$ cat src/rtl/mips_pkg.sv
// Shared encodings for the multicycle MIPS control unit: opcodes, FSM states,
// datapath mux selects and the per-state control word decode.
package mips_pkg;

   typedef enum logic [5:0] {
      OP_R    = 6'b000000,
      OP_LW   = 6'b100011,
      OP_SW   = 6'b101011,
      OP_BEQ  = 6'b000100,
      OP_J    = 6'b000010,
      OP_ADDI = 6'b001000
   } opcode_t;

   typedef enum logic [3:0] {
      S_RESET, S_FETCH, S_DECODE, S_MEM_ADDR, S_MEM_READ, S_MEM_WB, S_MEM_WRITE,
      S_R_EXEC, S_R_WB, S_ADDI_EXEC, S_ADDI_WB, S_BEQ, S_JUMP, S_HALT
   } state_t;

   localparam logic [1:0] ULA_ADD   = 2'b00;
   localparam logic [1:0] ULA_SUB   = 2'b01;
   localparam logic [1:0] ULA_FUNCT = 2'b10;

   localparam logic [1:0] SRCB_B      = 2'b00;
   localparam logic [1:0] SRCB_4      = 2'b01;
   localparam logic [1:0] SRCB_IMM    = 2'b10;
   localparam logic [1:0] SRCB_IMM_SH = 2'b11;

   localparam logic [1:0] PCSRC_ULA    = 2'b00;
   localparam logic [1:0] PCSRC_ALUOUT = 2'b01;
   localparam logic [1:0] PCSRC_JUMP   = 2'b10;

   typedef struct packed {
      logic       pc_write;
      logic       pc_write_cond;
      logic       iord;
      logic       mem_read;
      logic       mem_write;
      logic       ir_write;
      logic       mem_to_reg;
      logic       reg_dst;
      logic       reg_write;
      logic       ula_src_a;
      logic [1:0] ula_src_b;
      logic [1:0] pc_source;
      logic [1:0] ula_op;
   } ctrl_t;

   // ultimo: the wait counter sits on the final memory cycle of this state
   function automatic ctrl_t decodifica(state_t s, logic ultimo);
      ctrl_t c;
      c = '0;
      case (s)
         S_FETCH: begin
            c.mem_read  = 1'b1;
            c.ula_src_b = SRCB_4;
            c.ula_op    = ULA_ADD;
            c.pc_source = PCSRC_ULA;
            c.ir_write  = ultimo;
            c.pc_write  = ultimo;
         end
         S_DECODE:    c.ula_src_b = SRCB_IMM_SH;
         S_MEM_ADDR: begin
            c.ula_src_a = 1'b1;
            c.ula_src_b = SRCB_IMM;
         end
         S_MEM_READ: begin
            c.mem_read = 1'b1;
            c.iord     = 1'b1;
         end
         S_MEM_WB: begin
            c.reg_write  = 1'b1;
            c.mem_to_reg = 1'b1;
         end
         S_MEM_WRITE: begin
            c.mem_write = 1'b1;
            c.iord      = 1'b1;
         end
         S_R_EXEC: begin
            c.ula_src_a = 1'b1;
            c.ula_src_b = SRCB_B;
            c.ula_op    = ULA_FUNCT;
         end
         S_R_WB: begin
            c.reg_write = 1'b1;
            c.reg_dst   = 1'b1;
         end
         S_ADDI_EXEC: begin
            c.ula_src_a = 1'b1;
            c.ula_src_b = SRCB_IMM;
         end
         S_ADDI_WB:   c.reg_write = 1'b1;
         S_BEQ: begin
            c.ula_src_a     = 1'b1;
            c.ula_op        = ULA_SUB;
            c.pc_write_cond = 1'b1;
            c.pc_source     = PCSRC_ALUOUT;
         end
         S_JUMP: begin
            c.pc_write  = 1'b1;
            c.pc_source = PCSRC_JUMP;
         end
         default: ;
      endcase
      return c;
   endfunction

endpackage

$ cat src/rtl/contador_espera.sv
// Memory wait counter: counts 0..MEM_LAT-1 while enabled, clear has priority.
// done_d_o looks one cycle ahead so the FSM can register its outputs.
module contador_espera #(
   parameter int MEM_LAT = 2
) (
   input  logic clk,
   input  logic reset_n,
   input  logic clear_i,
   input  logic enable_i,
   output logic done_o,
   output logic done_d_o
);

   localparam int            CW     = $clog2(MEM_LAT + 1);
   localparam logic [CW-1:0] ULTIMO = CW'(MEM_LAT - 1);

   logic [CW-1:0] cnt_q, cnt_d;

   always_comb begin
      cnt_d = cnt_q;
      if (clear_i)       cnt_d = '0;
      else if (enable_i) cnt_d = cnt_q + 1'b1;
   end

   always_ff @(posedge clk or negedge reset_n) begin
      if (!reset_n) cnt_q <= '0;
      else          cnt_q <= cnt_d;
   end

   assign done_o   = (cnt_q == ULTIMO);
   assign done_d_o = (cnt_d == ULTIMO);

endmodule

$ cat src/rtl/unidade_controle_multiciclo.sv
// Multicycle MIPS control FSM (Moore) with registered control outputs,
// stalling on a fixed-latency memory through contador_espera.
module unidade_controle_multiciclo
   import mips_pkg::*;
#(
   parameter int MEM_LAT = 2
) (
   input  logic       clk,
   input  logic       reset_n,
   input  logic [5:0] opcode,
   input  logic       zero,
   output logic       PCWrite,
   output logic       PCWriteCond,
   output logic       IorD,
   output logic       MemRead,
   output logic       MemWrite,
   output logic       IRWrite,
   output logic       MemtoReg,
   output logic       RegDst,
   output logic       RegWrite,
   output logic       ULASrcA,
   output logic [1:0] ULASrcB,
   output logic [1:0] PCSource,
   output logic [1:0] ULAOp,
   output logic       excecao
);

   state_t state_q, state_d;
   ctrl_t  ctrl_q;
   logic   excecao_q;
   logic   espera, done, ultimo_d;
   logic   zero_unused;

   // zero only gates PCWriteCond inside the datapath
   assign zero_unused = zero;

   assign espera = (state_q == S_FETCH) || (state_q == S_MEM_READ) || (state_q == S_MEM_WRITE);

   // counter is cleared on leaving a wait state and held at 0 everywhere else
   contador_espera #(.MEM_LAT(MEM_LAT)) u_espera (
      .clk     (clk),
      .reset_n (reset_n),
      .clear_i (done | ~espera),
      .enable_i(espera),
      .done_o  (done),
      .done_d_o(ultimo_d)
   );

   always_comb begin
      state_d = state_q;
      case (state_q)
         S_RESET:     state_d = S_FETCH;
         S_FETCH:     if (done) state_d = S_DECODE;
         S_DECODE: begin
            case (opcode_t'(opcode))
               OP_R:         state_d = S_R_EXEC;
               OP_LW, OP_SW: state_d = S_MEM_ADDR;
               OP_BEQ:       state_d = S_BEQ;
               OP_J:         state_d = S_JUMP;
               OP_ADDI:      state_d = S_ADDI_EXEC;
               default:      state_d = S_HALT;
            endcase
         end
         S_MEM_ADDR:  state_d = (opcode == OP_SW) ? S_MEM_WRITE : S_MEM_READ;
         S_MEM_READ:  if (done) state_d = S_MEM_WB;
         S_MEM_WRITE: if (done) state_d = S_FETCH;
         S_MEM_WB, S_R_WB, S_ADDI_WB, S_BEQ, S_JUMP: state_d = S_FETCH;
         S_R_EXEC:    state_d = S_R_WB;
         S_ADDI_EXEC: state_d = S_ADDI_WB;
         S_HALT:      state_d = S_HALT;
         default:     state_d = S_FETCH;
      endcase
   end

   // outputs are decoded from the next state so they line up with state_q
   always_ff @(posedge clk or negedge reset_n) begin
      if (!reset_n) begin
         state_q   <= S_RESET;
         ctrl_q    <= '0;
         excecao_q <= 1'b0;
      end else begin
         state_q   <= state_d;
         ctrl_q    <= decodifica(state_d, ultimo_d);
         excecao_q <= excecao_q | (state_d == S_HALT);
      end
   end

   assign PCWrite     = ctrl_q.pc_write;
   assign PCWriteCond = ctrl_q.pc_write_cond;
   assign IorD        = ctrl_q.iord;
   assign MemRead     = ctrl_q.mem_read;
   assign MemWrite    = ctrl_q.mem_write;
   assign IRWrite     = ctrl_q.ir_write;
   assign MemtoReg    = ctrl_q.mem_to_reg;
   assign RegDst      = ctrl_q.reg_dst;
   assign RegWrite    = ctrl_q.reg_write;
   assign ULASrcA     = ctrl_q.ula_src_a;
   assign ULASrcB     = ctrl_q.ula_src_b;
   assign PCSource    = ctrl_q.pc_source;
   assign ULAOp       = ctrl_q.ula_op;
   assign excecao     = excecao_q;

endmodule

$ cat config.mk
export PLATFORM = sky130hd
export DESIGN_NAME = unidade_controle_multiciclo
export DESIGN_NICKNAME = d
export VERILOG_FILES = /design/src/rtl/mips_pkg.sv /design/src/rtl/contador_espera.sv /design/src/rtl/unidade_controle_multiciclo.sv
export SDC_FILE = /design/constraint.sdc
export NUM_CORES = 1
export LEC_CHECK = 0
export CAP_MARGIN = 20
export CORE_ASPECT_RATIO = 0.8
export CORE_MARGIN = 2
export CORE_UTILIZATION = 50
export CTS_CLUSTER_DIAMETER = 50
export CTS_CLUSTER_SIZE = 8
export DETAILED_ROUTE_END_ITERATION = 16
export PLACE_DENSITY = 0.86
export SYNTH_ARGS = -nofsm -noshare
export SYNTH_HDL_FRONTEND = slang
export SYNTH_SLANG_ARGS = --single-unit
$ cat constraint.sdc
create_clock -name clk -period 3.7 [get_ports clk]
set_input_delay 0.74 -clock clk [delete_from_list [all_inputs] [get_ports clk]]
set_output_delay 0.74 -clock clk [all_outputs]
set_load 0.05 [all_outputs]
After elaboration in Yosys (flattened, before gate mapping)
Index checks and enable logic that the tools add are counted.
Word-level totals
  flip-flop bits (word level): 23
Cells by class
  add/subtract/negate cells: 1
  equal/unequal tests: 28
  mux-type cells: 21
  bitwise gates (word level): 3
  reductions and logical operators: 9
Operators by type and width (number)
  4-bit equality test, second input constant: 8
  4-bit case mux with 8 select lines: 1
  4-bit by 3-bit equality test with 1-bit output, second input constant: 7
  4-bit case mux with 5 select lines: 1
  4-bit by 2-bit equality test with 1-bit output, second input constant: 4
  6-bit equality test, second input constant: 2
  4-bit 2-to-1 mux: 3
  1-bit 2-to-1 mux: 9
  4-bit by 1-bit equality test with 1-bit output, second input constant: 2
  2-bit case mux with 2 select lines: 2
  2-bit OR reduction: 4
  6-bit by 2-bit equality test with 1-bit output, second input constant: 1
  6-bit by 3-bit equality test with 1-bit output, second input constant: 1
  6-bit by 4-bit equality test with 1-bit output, second input constant: 1
  6-bit logical NOT: 1
  2-bit 2-to-1 mux: 3
  2-bit case mux with 3 select lines: 1
  2-bit by 1-bit equality test with 1-bit output, second input constant: 2
  4-bit OR reduction: 1
  3-bit OR reduction: 1
  2-bit by 1-bit adder with 2-bit output, second input constant: 1
  1-bit logical OR: 2
  1-bit bitwise OR: 2
  1-bit case mux with 2 select lines: 1
  1-bit NOT: 1

Logic depth before layout (Yosys ltp)
Gate-level depths: netlist of the first run.
  depth in word-level cells: 8
  gate-level depth with buffers: 8

Modules after synthesis
From an unflattened synthesis of the first run, not the netlist that was laid out.
Second synthesis, totals
  cell total of the unflattened synthesis: 99
  area, all modules: 1146.1 µm²
By module, submodules not included
  unidade_controle_multiciclo: times used 1, cells an instance 87, area an instance 1014.7 µm², sequential area each 475.5 µm²
  contador_espera: times used 1, cells an instance 12, area an instance 131.4 µm², sequential area each 50.0 µm²

Worst setup path before layout of the first run
Ideal clock, no wire load.
  path kind: input -> register
  start point: in opcode[5]
  end point: reg ctrl_q (netlist bit ULASrcB[1])
  library setup time: 136 ps
  data arrival time: 2010 ps
  path slack: 1554 ps
  stages: 5
  path buffers: 0
  cell sequence: or3_4 o22a_2 or4_4 nand2_1 o22ai_1
On the way
  longest elaborated chain between the ends: 7
  elaborated cells between the ends (all ways): 16
  those cells by class: eq/ne (9); mux (4); reduce/logical (3)
RTL lines
  start, declared: line unidade_controle_multiciclo.sv:10  | input logic [5:0] opcode,
  6-bit equality test (on tied branches): line unidade_controle_multiciclo.sv:55, unidade_controle_multiciclo.sv:64
  2-bit OR reduction: line unidade_controle_multiciclo.sv:55  | case (opcode_t'(opcode))
  4-bit case mux with 5 select lines: line unidade_controle_multiciclo.sv:55
  4-bit case mux with 8 select lines *: line unidade_controle_multiciclo.sv:51  | case (state_q)
  4-bit equality test / 4-bit by 2-bit equality test with 1-bit output (equally long branches): line mips_pkg.sv:52  | case (s)
  2-bit OR reduction (no source line)
  2-bit case mux with 3 select lines *: line mips_pkg.sv:52
  end signal, assigned: line unidade_controle_multiciclo.sv:83  | ctrl_q <= decodifica(state_d, ultimo_d);
  end, declared: line unidade_controle_multiciclo.sv:29  | ctrl_t ctrl_q;
Every way passes the cells marked *; elsewhere a longest branch is shown, timed or not.

Final worst setup path of the first run
  start point: in opcode[5]
  end point: reg ctrl_q (netlist bit PCWrite)
On the way
  longest elaborated chain between the ends: 6
  elaborated cells between the ends (all ways): 13
  those cells by class: eq/ne (7); mux (4); reduce/logical (2)
RTL lines (line)
  6-bit equality test (on tied branches): unidade_controle_multiciclo.sv:55, unidade_controle_multiciclo.sv:64
  2-bit OR reduction: unidade_controle_multiciclo.sv:55
  4-bit case mux with 5 select lines: unidade_controle_multiciclo.sv:55
  4-bit case mux with 8 select lines *: unidade_controle_multiciclo.sv:51
  4-bit equality test / 4-bit by 1-bit equality test with 1-bit output (equally long branches): mips_pkg.sv:52
  1-bit case mux with 2 select lines *: mips_pkg.sv:52
Marks and branches as above.

==> results.cfg, run 1 <==
[routing]
routed_wl_um = 2091
drc = 0
dr_total_vias = 777
wire_per_inst_um = 15.26
drtIter0Drc = 33
first_pass_iters = 4
detail-route-antenna-nets = 0
drt-vias-per-instance = 5.672

[synth]
ys_seq_elements = 21
avgSynthCellArea_sq_um = 11.11
asyncSetResetFlopFracSynth_pct = 100.0
synth-seq-area-share_pct = 52.57
netlist.area_leader.share_pct = 52.57
synthTopCellsByArea = dfrtp_1 53%, nor2_1 3.4%, o21bai_1 3.0%
synth_edf_count = 0
synth_area_sq_um = 999.7
synth.distinct_cells = 37
synth_top_area_cell = dfrtp_1
synth_ff_type = dfrtp_1
yosys_warnings = 0
synth_commonest_cells = 21 x dfrtp_1, 9 x nor2_1, 5 x inv_1
synth_cells = 90
synth.most_common_cell = dfrtp_1
syn_nets = 100

[global_route]
antenna_found_initial = 0
grt_pass1_wl_um = 3422
grt_pass1_vias = 761
grt_overflow = 0
track_usage_pct = 20.87
grt_max_degree = 22

[die]
die-area_sq_um = 2375
fp-row-count = 14
core_sq_um = 1892
die_y_um = 44.00
initial_utilization_pct = 52.84
io_pins = 26
die_width_um = 53.99

[clock_tree]
root_buffer = clkbuf_4
cts-resized-gates = 0
clockBufferDepth = 2
hold_buffers = 0
insertion_delay_ns = 0.31
cts_made_buffers = 3
htree_levels = 1
postCtsSetupBuffers = 0
cts.clk_slew.worst_paths_ns = 0.10
cts_sinks = 21
tritoncts = done

[critical_path]
slowest_stage = clkdlybuf4s50_1
endpoint_kind = register
arrival_ns = 2.62
worst-path-max-fanout = 9
start_kind = input pin
cp_data_required_time_ns = 3.89
crit_chain = clkdlybuf4s50_1 -> or3_4 -> o41a_1 -> o21a_1 -> and3_4 -> o21bai_1
criticalPathCategory = input pin to register
critPathMaxStageDelay_ns = 0.46

[timing]
fin_tns_setup_ns = 0
fmax_ghz = 0.4123
hold_violations = 0
final-setup-viol-count = 0
rsz0062_at_grt = false
min_period_over_period_pct = 65.55
finalCriticalPeriod_ns = 2.425
skew_ns = 0.008619
drv_slew = 0
worst_pin_slew_ns = 0.8720
slew_headroom_pct = 41.68

[power]
leakage_nw = 0.5376
p_per_area_nw_per_um2 = 843.7
max-vdd-ir-drop_uv = 609.3

[outcome]
status = finished clean

[place]
place_area_sq_um = 1234
dp_hpwl_um = 1610
io_buffers = 24
post-place-cells = 133
place_congestion = 0.8879

[flow_run]
maxCapViolCount = 0

[final_layout]
nets = 124
fin_cells = 137
antenna_cells = 0
fillerInstances = 155
drive_above_1_share_pct = 11.50
stdcell_area_sq_um = 1260
syn_to_final_growth_pct = 26.03

[hold_path]
hold_path_class = register to register
## worst max-delay path, delay by kind of cell
kind / cells / cell delay (ns)
compound gates: 3 / 0.76
simple gates: 2 / 0.65
buf+inv: 1 / 0.46
## layer usage
layer | wire (um) | global-route usage, % | up-vias
met5 | 0 | 0 | -
met4 | 29 | 7.500 | 0
met3 | 188 | 8.276 | 4
met2 | 1044 | 33.41 | 47
met1 | 828 | 25.51 | 366
li1 | - | - | 360
## power by group
group	total, mW	internal [mW]	switching [mW]	leakage, nW
Combinational	0.599	0.230	0.370	0.249
Sequential	0.354	0.301	0.0532	0.274
Clock	0.110	0.0422	0.0677	0.0150
Total	1.06	0.572	0.491	0.538
## metrics by stage
step / power (mW) / hold WS [ns] / worst slack, ns / utilization, %
after floorplan: 0.8184 / 0.4220 / 1.554 / -
after global placement: 0.9318 / 0.4332 / 0.9949 / 65.21
after detailed placement: 0.9550 / 0.4493 / 0.9565 / 65.21
after CTS: 1.064 / 0.4657 / 1.287 / 66.60
after global routing: 1.143 / 0.4902 / 1.219 / 66.60
final: 1.063 / 0.4593 / 1.275 / 66.60
## layout make-up
type	count	area, sq um	area share, %
Sequential cell	21	525.5	41.71
Multi-Input combinational cell	59	419.2	33.27
Timing Repair Buffer	24	240.2	19.07
Tap cell	24	30.03	2.383
Clock buffer	4	26.28	2.085
Inverter	5	18.77	1.490
## layout by cell type (no fill, tap or decap)
cell and n:
clkdlybuf4s50_1 24, dfrtp_1 21, nor2_1 9, inv_1 5
o21bai_1 4, nand2b_1 4, or2_2 3, nor3_1 3
nand2_1 3, clkbuf_4 3, nor3b_1 2, nor2b_1 2
o41a_1 2, a21oi_1 2, o22ai_2 2, xnor2_1 2
o22ai_1 2, and3_1 2, or2_1 1, or3_4 1
nor4b_1 1, o21a_1 1, nand3_1 1, o22a_2 1
o31a_1 1, a22oi_1 1, o41ai_2 1, mux2i_1 1
o211ai_1 1, or4_4 1, or4_1 1, and3b_1 1
a211oi_1 1, and3_4 1, ha_1 1, clkbuf_1 1
## registers in the layout (all words and copies together), names as in the netlist, 2 cells and up
signal          count
state_q             4
u_espera.cnt_q      2
ULASrcB             2
PCSource            2
## logic make-up after synthesis
logic type	Yosys count	synth area share, %
AO/OA/AOI/OAI	19	16.52
XOR/XNOR	2	1.753
adder cells (fa/ha/maj)	1	1.251
buffers and inverters	10	5.506
flip-flops	21	52.57
multiplexers	1	1.001
AND/OR/NAND/NOR	36	21.40
## final timing paths
check	cells past startpoint	endpoint	slack [ns]	from
min in group asynchronous	1	PCSource[0]	0.91	reset_n
setup / recovery	6	PCWrite	1.27	opcode[5]
hold reg to reg	1	u_espera.cnt_q[0]	0.46	u_espera.cnt_q[0]
hold / removal	1	u_espera.cnt_q[0]	0.46	u_espera.cnt_q[0]
max in group asynchronous	1	u_espera.cnt_q[0]	2.25	reset_n
setup reg to reg	6	ULASrcB[0]	1.73	u_espera.cnt_q[0]
(Power assumes the default switching activity.)
==> run 2, diff against run 1 <==
Settings changed: CORE_UTILIZATION 50 to 47, PLACE_DENSITY 0.86 to 0.81.
Clock period 3.7 ns to 2.5 ns, I/O delays scaled along.
==> results.cfg, run 2 (synthesis results as in run 1) <==
[outcome]
status = finished clean

[clock_tree]
cts_sinks = 21
tritoncts = done
insertion_delay_ns = 0.31
postCtsSetupBuffers = 0
clockBufferDepth = 2
cts_made_buffers = 3
cts.clk_slew.worst_paths_ns = 0.10
htree_levels = 1
root_buffer = clkbuf_4
hold_buffers = 0
cts-resized-gates = 0

[timing]
skew_ns = 0.01318
worst_pin_slew_ns = 0.5043
slew_headroom_pct = 66.27
holdWs_ns = 0.4596
min_period_over_period_pct = 85.94
fmax_ghz = 0.4654
drv_slew = 0
finalCriticalPeriod_ns = 2.149
final-setup-viol-count = 0
rsz0062_at_grt = false
fin_tns_setup_ns = 0
hold_violations = 0

[place]
io_buffers = 24
place_congestion = 0.9017
dp_hpwl_um = 1611

[routing]
detail-route-antenna-nets = 0
routed_wl_um = 2066
drc = 0
wl_met3_um = 159
first_pass_iters = 4
drt-vias-per-instance = 5.657
maxUsedRoutingLayer = met4
drtIter0Drc = 34
route.met2.wl_um = 997
drt-met1-wl_um = 887
dr_total_vias = 792
wire_per_inst_um = 14.76

[global_route]
grt_max_degree = 22
track_usage_pct = 17.82
grt_pass1_vias = 745
grt_overflow = 0
grt_pass1_wl_um = 3339
antenna_found_initial = 0

[critical_path]
endpoint_kind = register
cp_data_required_time_ns = 2.70
slowest_stage = clkdlybuf4s50_1
critPathTopFamily = compound AO/OA/AOI/OAI gates
critPathMaxStageDelay_ns = 0.45
start_kind = input pin
arrival_ns = 2.35
worst-path-max-fanout = 7
criticalPathCategory = input pin to register
worst-path-buf-inv = 1
crit_chain = clkdlybuf4s50_1 -> or3_4 -> o41a_1 -> o21a_1 -> and3_4 -> o21bai_1

[die]
die_width_um = 55.57
io_pins = 26
die-area_sq_um = 2514
initial_utilization_pct = 51.42
fp-row-count = 14
die_y_um = 45.25
core_sq_um = 1944

[final_layout]
largest_reg_flops = 4
final_cell_mix = 24 x clkdlybuf4s50_1, 21 x dfrtp_1, 9 x nor2_1
max_flop_register = state_q
final_common_cell = clkdlybuf4s50_1
antenna_cells = 0
fillerInstances = 159
drive_above_1_share_pct = 14.66
nets = 127
syn_to_final_growth_pct = 28.41

[power]
leakage_nw = 0.5541
p_per_area_nw_per_um2 = 1241
max-vdd-ir-drop_uv = 878.6

[flow_run]
maxCapViolCount = 0

[hold_path]
hold_path_class = register to register
==> run 2: cell count changes in the layout (fill, tap and decap cells not counted) <==
| cell | delta |
|---|---|
| buf_4 | +3 |
| clkbuf_1 | -1 |
| clkinv_2 | +1 |
==> run 2: final cells by class <==
| cell class | instances | area (sq um) | area share (%) |
|---|---|---|---|
| flip-flops and latches | 21 | 525.5 | 40.94 |
| multi-input cells | 59 | 419.2 | 32.65 |
| repair buffers | 27 | 262.8 | 20.47 |
| well taps | 24 | 30.03 | 2.339 |
| clock buffers | 3 | 22.52 | 1.754 |
| inverters | 5 | 18.77 | 1.462 |
| clock inverters | 1 | 5.005 | 0.3899 |
==> run 2: power by group <==
group	switching [mW]	leakage [nW]	internal (mW)
clock network	0.101	0.0177	0.0599
logic	0.546	0.263	0.360
registers	0.0824	0.274	0.445
==> run 2: metrics by stage <==
| step | instances | area, sq um | total power [mW] | setup WS, ns | util [%] |
|---|---|---|---|---|---|
| 2_1_floorplan | 90 | 999.7 | 1.211 | 0.5940 | - |
| 6_report | 140 | 1284 | 1.593 | 0.3514 | 66.02 |
| 4_1_cts | 140 | 1284 | 1.596 | 0.3722 | 66.02 |
| 5_1_grt | 140 | 1284 | 1.693 | 0.3271 | 66.02 |
| 3_5_place_dp | 136 | 1256 | 1.441 | 0.03437 | 64.61 |
| 3_3_place_gp | 136 | 1256 | 1.408 | 0.07132 | 64.61 |
==> run 2: worst register-to-register path, delay by kind of cell, from the launching register on <==
kind	cells	cell delay (ns)
AND/OR/NAND/NOR	2	0.54
flip-flops	1	0.54
AO/OA/AOI/OAI	3	0.67
==> run 2: layer usage <==
metal / vias up / GRT usage, %
met1: 386 / 21.18
li1: 369 / -
met4: 0 / 5.366
met3: 5 / 6.304
met5: - / 0
met2: 32 / 31.19
==> run 2: path summary, 6_finish.rpt <==
path,start,to,slack [ns],cells after the start
max in group asynchronous,reset_n,state_q[0],1.77,2
hold reg to reg,u_espera.cnt_q[0],u_espera.cnt_q[0],0.46,1
min in group asynchronous,reset_n,ULAOp[1],0.50,2
setup / recovery,opcode[5],PCWrite,0.35,6
hold / removal,u_espera.cnt_q[0],u_espera.cnt_q[0],0.46,1
setup reg to reg,state_q[1],ULASrcB[1],0.63,5
